--- src/rtl/stack_sdram_bridge.sv ---
// 16-bit stack-CPU bus to 32-bit word-addressed SDRAM slave bridge with bounded acknowledge wait.
// Define STACK_SDRAM_BRIDGE_WPOST_EN to post writes (early cpu_done, sticky status_werr on timeout).
module stack_sdram_bridge #(
  parameter int TIMEOUT_CYCLES = 1023
) (
  input  logic        clk_clk,
  input  logic        reset_reset_n,
  input  logic        cpu_req,
  input  logic        cpu_we,
  input  logic [16:0] cpu_addr,
  input  logic [15:0] cpu_wdata,
  output logic        cpu_ready,
  output logic        cpu_done,
  output logic        cpu_err,
  output logic [15:0] cpu_rdata,
  output logic        status_werr,
  output logic [15:0] sdram_address,
  output logic [3:0]  sdram_byte_enable,
  output logic        sdram_read,
  output logic        sdram_write,
  output logic [31:0] sdram_write_data,
  input  logic        sdram_acknowledge,
  input  logic [31:0] sdram_read_data
);

  typedef enum logic [1:0] {IDLE, RD, WR, RESP} state_t;

  localparam logic [15:0] TMO = 16'(TIMEOUT_CYCLES);

  state_t      state;
  logic [15:0] cnt;
  logic        lane;
  logic        expire;

  // Acknowledge wins over expiry when both land on the same cycle.
  assign expire = (cnt == TMO) && !sdram_acknowledge;

`ifndef STACK_SDRAM_BRIDGE_WPOST_EN
  assign status_werr = 1'b0;
`endif

  always_ff @(posedge clk_clk or negedge reset_reset_n) begin
    if (!reset_reset_n) begin
      state             <= IDLE;
      cnt               <= '0;
      lane              <= 1'b0;
      cpu_ready         <= 1'b1;
      cpu_done          <= 1'b0;
      cpu_err           <= 1'b0;
      cpu_rdata         <= '0;
      sdram_address     <= '0;
      sdram_byte_enable <= '0;
      sdram_read        <= 1'b0;
      sdram_write       <= 1'b0;
      sdram_write_data  <= '0;
`ifdef STACK_SDRAM_BRIDGE_WPOST_EN
      status_werr       <= 1'b0;
`endif
    end else begin
      cpu_done <= 1'b0;
      cpu_err  <= 1'b0;
      case (state)
        IDLE: begin
          if (cpu_req) begin
            cpu_ready         <= 1'b0;
            cnt               <= '0;
            lane              <= cpu_addr[0];
            sdram_address     <= cpu_addr[16:1];
            sdram_byte_enable <= cpu_addr[0] ? 4'b1100 : 4'b0011;
            sdram_write_data  <= {cpu_wdata, cpu_wdata};
            if (cpu_we) begin
              sdram_write <= 1'b1;
              state       <= WR;
`ifdef STACK_SDRAM_BRIDGE_WPOST_EN
              cpu_done    <= 1'b1;
`endif
            end else begin
              sdram_read <= 1'b1;
              state      <= RD;
            end
          end
        end
        RD: begin
          if (sdram_acknowledge) begin
            sdram_read <= 1'b0;
            cpu_rdata  <= lane ? sdram_read_data[31:16] : sdram_read_data[15:0];
            cpu_done   <= 1'b1;
            state      <= RESP;
          end else if (expire) begin
            sdram_read <= 1'b0;
            cpu_rdata  <= '0;
            cpu_done   <= 1'b1;
            cpu_err    <= 1'b1;
            state      <= RESP;
          end else begin
            cnt <= cnt + 16'd1;
          end
        end
        WR: begin
          if (sdram_acknowledge || expire) begin
            sdram_write <= 1'b0;
`ifdef STACK_SDRAM_BRIDGE_WPOST_EN
            // The CPU already saw completion; only the sticky flag records a timeout.
            cpu_ready   <= 1'b1;
            state       <= IDLE;
            if (expire) status_werr <= 1'b1;
`else
            cpu_done    <= 1'b1;
            cpu_err     <= expire;
            state       <= RESP;
`endif
          end else begin
            cnt <= cnt + 16'd1;
          end
        end
        RESP: begin
          cpu_ready <= 1'b1;
          state     <= IDLE;
        end
        default: state <= IDLE;
      endcase
    end
  end

endmodule

--- config.mk ---
export PLATFORM = sky130hd
export DESIGN_NAME = stack_sdram_bridge
export DESIGN_NICKNAME = d
export VERILOG_FILES = /design/src/rtl/stack_sdram_bridge.sv
export SDC_FILE = /design/constraint.sdc
export NUM_CORES = 1
export LEC_CHECK = 0
export BUFFER_PORTS_ARGS = -buffer_cell sky130_fd_sc_hd__buf_2
export CORE_MARGIN = 2
export CORE_UTILIZATION = 52
export DETAILED_ROUTE_END_ITERATION = 8
export GPL_ROUTABILITY_DRIVEN = 0
export GPL_TIMING_DRIVEN = 0
export MAX_ROUTING_LAYER = met4
export PLACE_DENSITY = 0.86
export SLEW_MARGIN = 40
export SYNTH_ARGS = -nofsm -noshare
export SYNTH_HDL_FRONTEND = slang
export SYNTH_SLANG_ARGS = --single-unit
--- constraint.sdc ---
create_clock -name clk_clk -period 5.3 [get_ports clk_clk]
set_clock_uncertainty 0.05 [all_clocks]
set_input_delay 1.06 -clock clk_clk [delete_from_list [all_inputs] [get_ports clk_clk]]
set_output_delay 1.06 -clock clk_clk [all_outputs]
set_load 0.02 [all_outputs]
Word-level counts from Yosys, hierarchy flattened
Index checks and enable logic that the tools add are counted.
{"block": "op_classes", "eq_ne": 12, "n_mux": 33, "n_addsub": 1, "reduce_logical": 16}
{"op": "$mux 16", "count": 7}
{"op": "$pmux 16 s3", "count": 1}
{"op": "$add 16x1->16 const B", "count": 1}
{"op": "$eq 16x10->1 const B", "count": 1}
{"op": "$ne 2x2->1 const B", "count": 7}
{"op": "$mux 1", "count": 13}
{"op": "$mux 2", "count": 5}
{"op": "$pmux 1 s2", "count": 5}
{"op": "$pmux 2 s4", "count": 1}
{"op": "$reduce_and 4->1", "count": 2}
{"op": "$reduce_bool 2->1", "count": 4}
{"op": "$reduce_and 2->1", "count": 3}
{"op": "$reduce_and 5->1", "count": 1}
{"op": "$eq 2x2->1 const B", "count": 2}
{"op": "$mux 4", "count": 1}
{"op": "$ne 3x3->1 const B", "count": 1}
{"op": "$reduce_and 3->1", "count": 1}
{"op": "$reduce_bool 3->1", "count": 1}
{"op": "$eq 2x1->1 const B", "count": 1}
{"op": "$logic_not 2->1", "count": 1}
{"op": "$logic_and 1x1->1", "count": 1}
{"op": "$logic_not 1->1", "count": 1}
{"op": "$logic_or 1x1->1", "count": 1}
{"block": "totals", "out_inout_bits": 74, "input_bits": 70, "regBits": 92}

Depth between registers and ports, before layout
{"block": "logic_depth", "depth_word": 5, "mapped_depth": 10, "mapped_depth_nobuf": 7}

Worst setup path after synthesis
OpenSTA, ideal clock, no wires.
{"block": "synth_path", "kind": "input-to-reg", "startpoint": "in cpu_req", "endpoint": "reg cnt[7]", "cell_stages": 7, "t_required_ns": 5.140, "t_arrival_ns": 2.274, "setup_time_ns": 0.110, "slack_ns": 2.865, "cell_sequence": "clkbuf_1 nor2b_1 nor2_1 o21ai_2 or2_2 buf_2 o41ai_1"}
{"block": "synth_between", "elab_chain_len": 2}
{"element": "start, declared", "line_no": "8", "source": "input logic cpu_req,"}
{"element": "$ne 2x2->1 (no source line)"}
{"element": "$reduce_and 5->1 (no source line)"}
{"element": "end signal, assigned", "line_no": "96", "source": "cnt <= cnt + 16'd1;"}
{"element": "end signal, assigned", "line_no": "113", "source": "cnt <= cnt + 16'd1;"}
{"element": "end, declared", "line_no": "31", "source": "logic [15:0] cnt;"}
No other way between the ends.
A chain may end at the register's enable or synchronous reset.

Final worst setup path
{"block": "layout_path", "startpoint": "reg cnt[11]", "endpoint": "reg cpu_rdata[11]"}
{"block": "layout_between", "elab_chain_len": 4}
{"element": "$eq 16x10->1", "line_no": "36", "source": "assign expire = (cnt == TMO) && !sdram_acknowledge;"}
{"element": "$logic_and 1x1->1", "line_no": "36"}
{"element": "$reduce_bool 2->1 (no source line)"}
{"element": "$reduce_and 2->1 (no source line)"}
{"element": "end signal, assigned", "line_no": "86", "source": "cpu_rdata <= lane ? sdram_read_data[31:16] : sdram_read_data[15:0];"}
{"element": "end, declared", "line_no": "15", "source": "output logic [15:0] cpu_rdata,"}
No other way between the ends.

==> metrics <==
Post-synth EDFFs=0; Yosys top cell by area=dfrtp_1; Setup CP Type=reg -> reg; clock sink count=between 70 and 80; Peak VDD IR=0.268 mV; Via density=5.43; wirelength, routed=between 8000 and 9000 um; clock insertion delay at the later pin of the skew report=between 0.3 and 0.4 ns; initial antenna violation count=0; post-route minimum period=2.47 ns; Setup Viol. Count Final=0; MaxCap Viol Count=0; Resized cells post-CTS=0; WP data arrival=roughly 2.7 ns; Buffers on Ports=approximately 140; failing checks=DRC; Peak Freq=slightly above 0.4 GHz; Post-CTS Setup Inserts=0; placed cell areas=~4300 um2; share of layout cells above drive strength 1=a little under half; die area=~7400 um2; fin. max-slew vios=0; synthesized area=3480 um2; total CTS buffers=9; total gr overflow=0; TNS Setup=0 ns; core footprint=between 6000 and 7000 um2; crit-path cells=or4_4, o41ai_1, nand2_1, buf_2, o31ai_1; Nets=~540; vias in the first global route=approximately 3000; Area growth syn-to-layout=30.9%; root buf cell=clkbuf_8; Die Wd=around 86 um; Async SR Flop Fraction=between 90% and 100%; GRT busiest layer=met2; area used by multi-input combinational logic=1410 um2; CTS H-tree depth=3; DRT iter0 DRCs=150; gr usage total=24.6%; crit path max-delay cell type=or4_4; final cycle utilization of the critical path=between 40% and 50%; post-route cell area=4560 um2; Filler cells=473; WL/cell=around 16 um; CP endpoint kind=flip-flop; most common cell after layout, fill and taps aside=buf_2; Site Rows=29; Lkg Pwr=~2.3 nW; syn_nets=a little under 400; Routed Antenna Nets=0; via count=roughly 3000; Min Hold Slack=roughly 0.42 ns; Rel. slew slack=55.8%; ranking of synthesized cells by area=dfrtp_1 52%, mux2_2 11%, mux2i_1 4.9%; Worst-path clk slew=approximately 0.080 ns; CTS tree=built; Die Span Y=between 80 and 90 um; Initial Utilization=54.2%; total power=approximately 3.0 mW; Max clock buf depth=2; antenna fix cells=0; detailed placement HPWL=between 6000 and 7000 um; most frequent cells in the layout=143 x buf_2, 72 x dfrtp_1, 33 x nand2_1, 33 x mux2_2, 22 x o31ai_1; mean post-synth cell area=around 11 um2; slowest stage delay, CP=0.57 ns; global-route wire length before repair=~14000 um; Cells after Synth=310; worst-margin pin slew=about 0.66 ns; grt met3 use=5.10%; status=finished with violations; YS warnings=0; unrepaired setup endpoints after global routing=no; share of Yosys cell area claimed by the top area cell type=between 50% and 60%; cts hold-fix bufs=0; worst endpoint required time=5.48 ns; final hold vios=0; # DRC=15; Seq/Total Area, Yosys=between 50% and 60%; M1 GR Usage=28.2%; Ports=approximately 140; largest net degree at the start of global routing=43; synth unique cells=45; Worst Path Max Fanout=10; register bit total from synthesis=73; Setup crit start kind=flip-flop; met2 Use GR=between 40% and 50%; worst hold path class=reg -> reg; DRT Pass-1 Iters=9; Synth Flop Type=dfrtp_1; Power Density=648 nW/um2; Seq. cell area=1830 um2
-- metal layers --
metal	wire length (um)	part of all wire [%]	up-vias
met1	3340	39	1433
met5	0	0	-
met2	4530	53	111
met4	111	1.3	0
met3	511	6.0	10
li1	-	-	1402
-- cells by family after synthesis --
group | after synthesis | synth area share (%)
simple gates | 74 | 10.2
other cells | 1 | 0.108
mux | 51 | 15.9
buf+inv | 42 | 7.12
flops | 73 | 52.5
compound gates | 64 | 12.4
fa+ha+maj | 5 | 1.80
-- state kept, by name, summed over array words and instances, names as in the netlist --
register           cells
sdram_read             1
sdram_write            1
cpu_err                1
cpu_rdata             16
sdram_byte_enable      2
state                  2
sdram_write_data      16
cnt                   16
sdram_address         16
cpu_ready              1
cpu_done               1
-- cells in the mapped netlist, types with 2 or more instances --
| library cell | count |
|---|---|
| and3_1 | 2 |
| clkbuf_1 | 11 |
| o31ai_1 | 22 |
| nor2_1 | 10 |
| buf_4 | 21 |
| dfrtp_1 | 72 |
| nand2_1 | 33 |
| nor3_1 | 2 |
| o21ai_0 | 18 |
| mux2i_1 | 17 |
| a21oi_1 | 5 |
| o41ai_1 | 4 |
| buf_2 | 3 |
| inv_1 | 3 |
| o21a_1 | 2 |
| or2_2 | 2 |
| nand2b_1 | 2 |
| a31oi_1 | 5 |
| nor4_1 | 2 |
| mux2_2 | 33 |
| ha_1 | 5 |
| or4_1 | 2 |
| buf_1 | 2 |
| nand4_1 | 2 |
| nand3_1 | 10 |
-- final cells by class --
| type | instances | share of cell area [%] |
|---|---|---|
| buffer | 38 | 5.11 |
| clock buffer | 10 | 3.02 |
| clock inverter | 5 | 2.28 |
| inverter | 4 | 0.329 |
| multi-input combinational | 195 | 31.0 |
| sequential | 73 | 40.1 |
| tap | 77 | 2.11 |
| timing repair buffer | 142 | 16.1 |
-- report_power, final --
part           internal, mW  total [mW]  switching (mW)
registers             0.789       0.934           0.146
clock network         0.323       0.523           0.200
logic                 0.615        1.50           0.882
total                  1.73        2.95            1.23
-- path summary, 6_finish.rpt --
check | startpoint | end | slack, ns | cells after the start
setup / recovery | cnt[11] | cpu_rdata[11] | 2.83 | 5
hold / removal | cpu_rdata[10] | cpu_rdata[10] | 0.42 | 2
setup reg to reg | cnt[11] | cpu_rdata[11] | 2.83 | 5
hold reg to reg | cpu_rdata[10] | cpu_rdata[10] | 0.42 | 2
max in group asynchronous | reset_reset_n | cpu_ready | 4.08 | 2
min in group asynchronous | reset_reset_n | sdram_write_data[15] | 0.54 | 1
-- stage by stage --
stage	util [%]	cells	setup slack, ns
4_1_cts	70.9	544	2.87
5_1_grt	71.0	544	2.62
6_report	71.0	544	2.83
3_5_place_dp	67.1	529	2.63
2_1_floorplan	-	310	2.87
3_3_place_gp	66.7	528	2.66
-- critical path, delay by kind of cell (launching register included) --
family / cells / cell delay (ns)
AOI/OAI and AO/OA: 2 / 0.81
DFF: 1 / 0.45
and+or+nand+nor: 2 / 0.81
buffers and inverters: 1 / 0.24
Power figures use the tool's default switching activity.
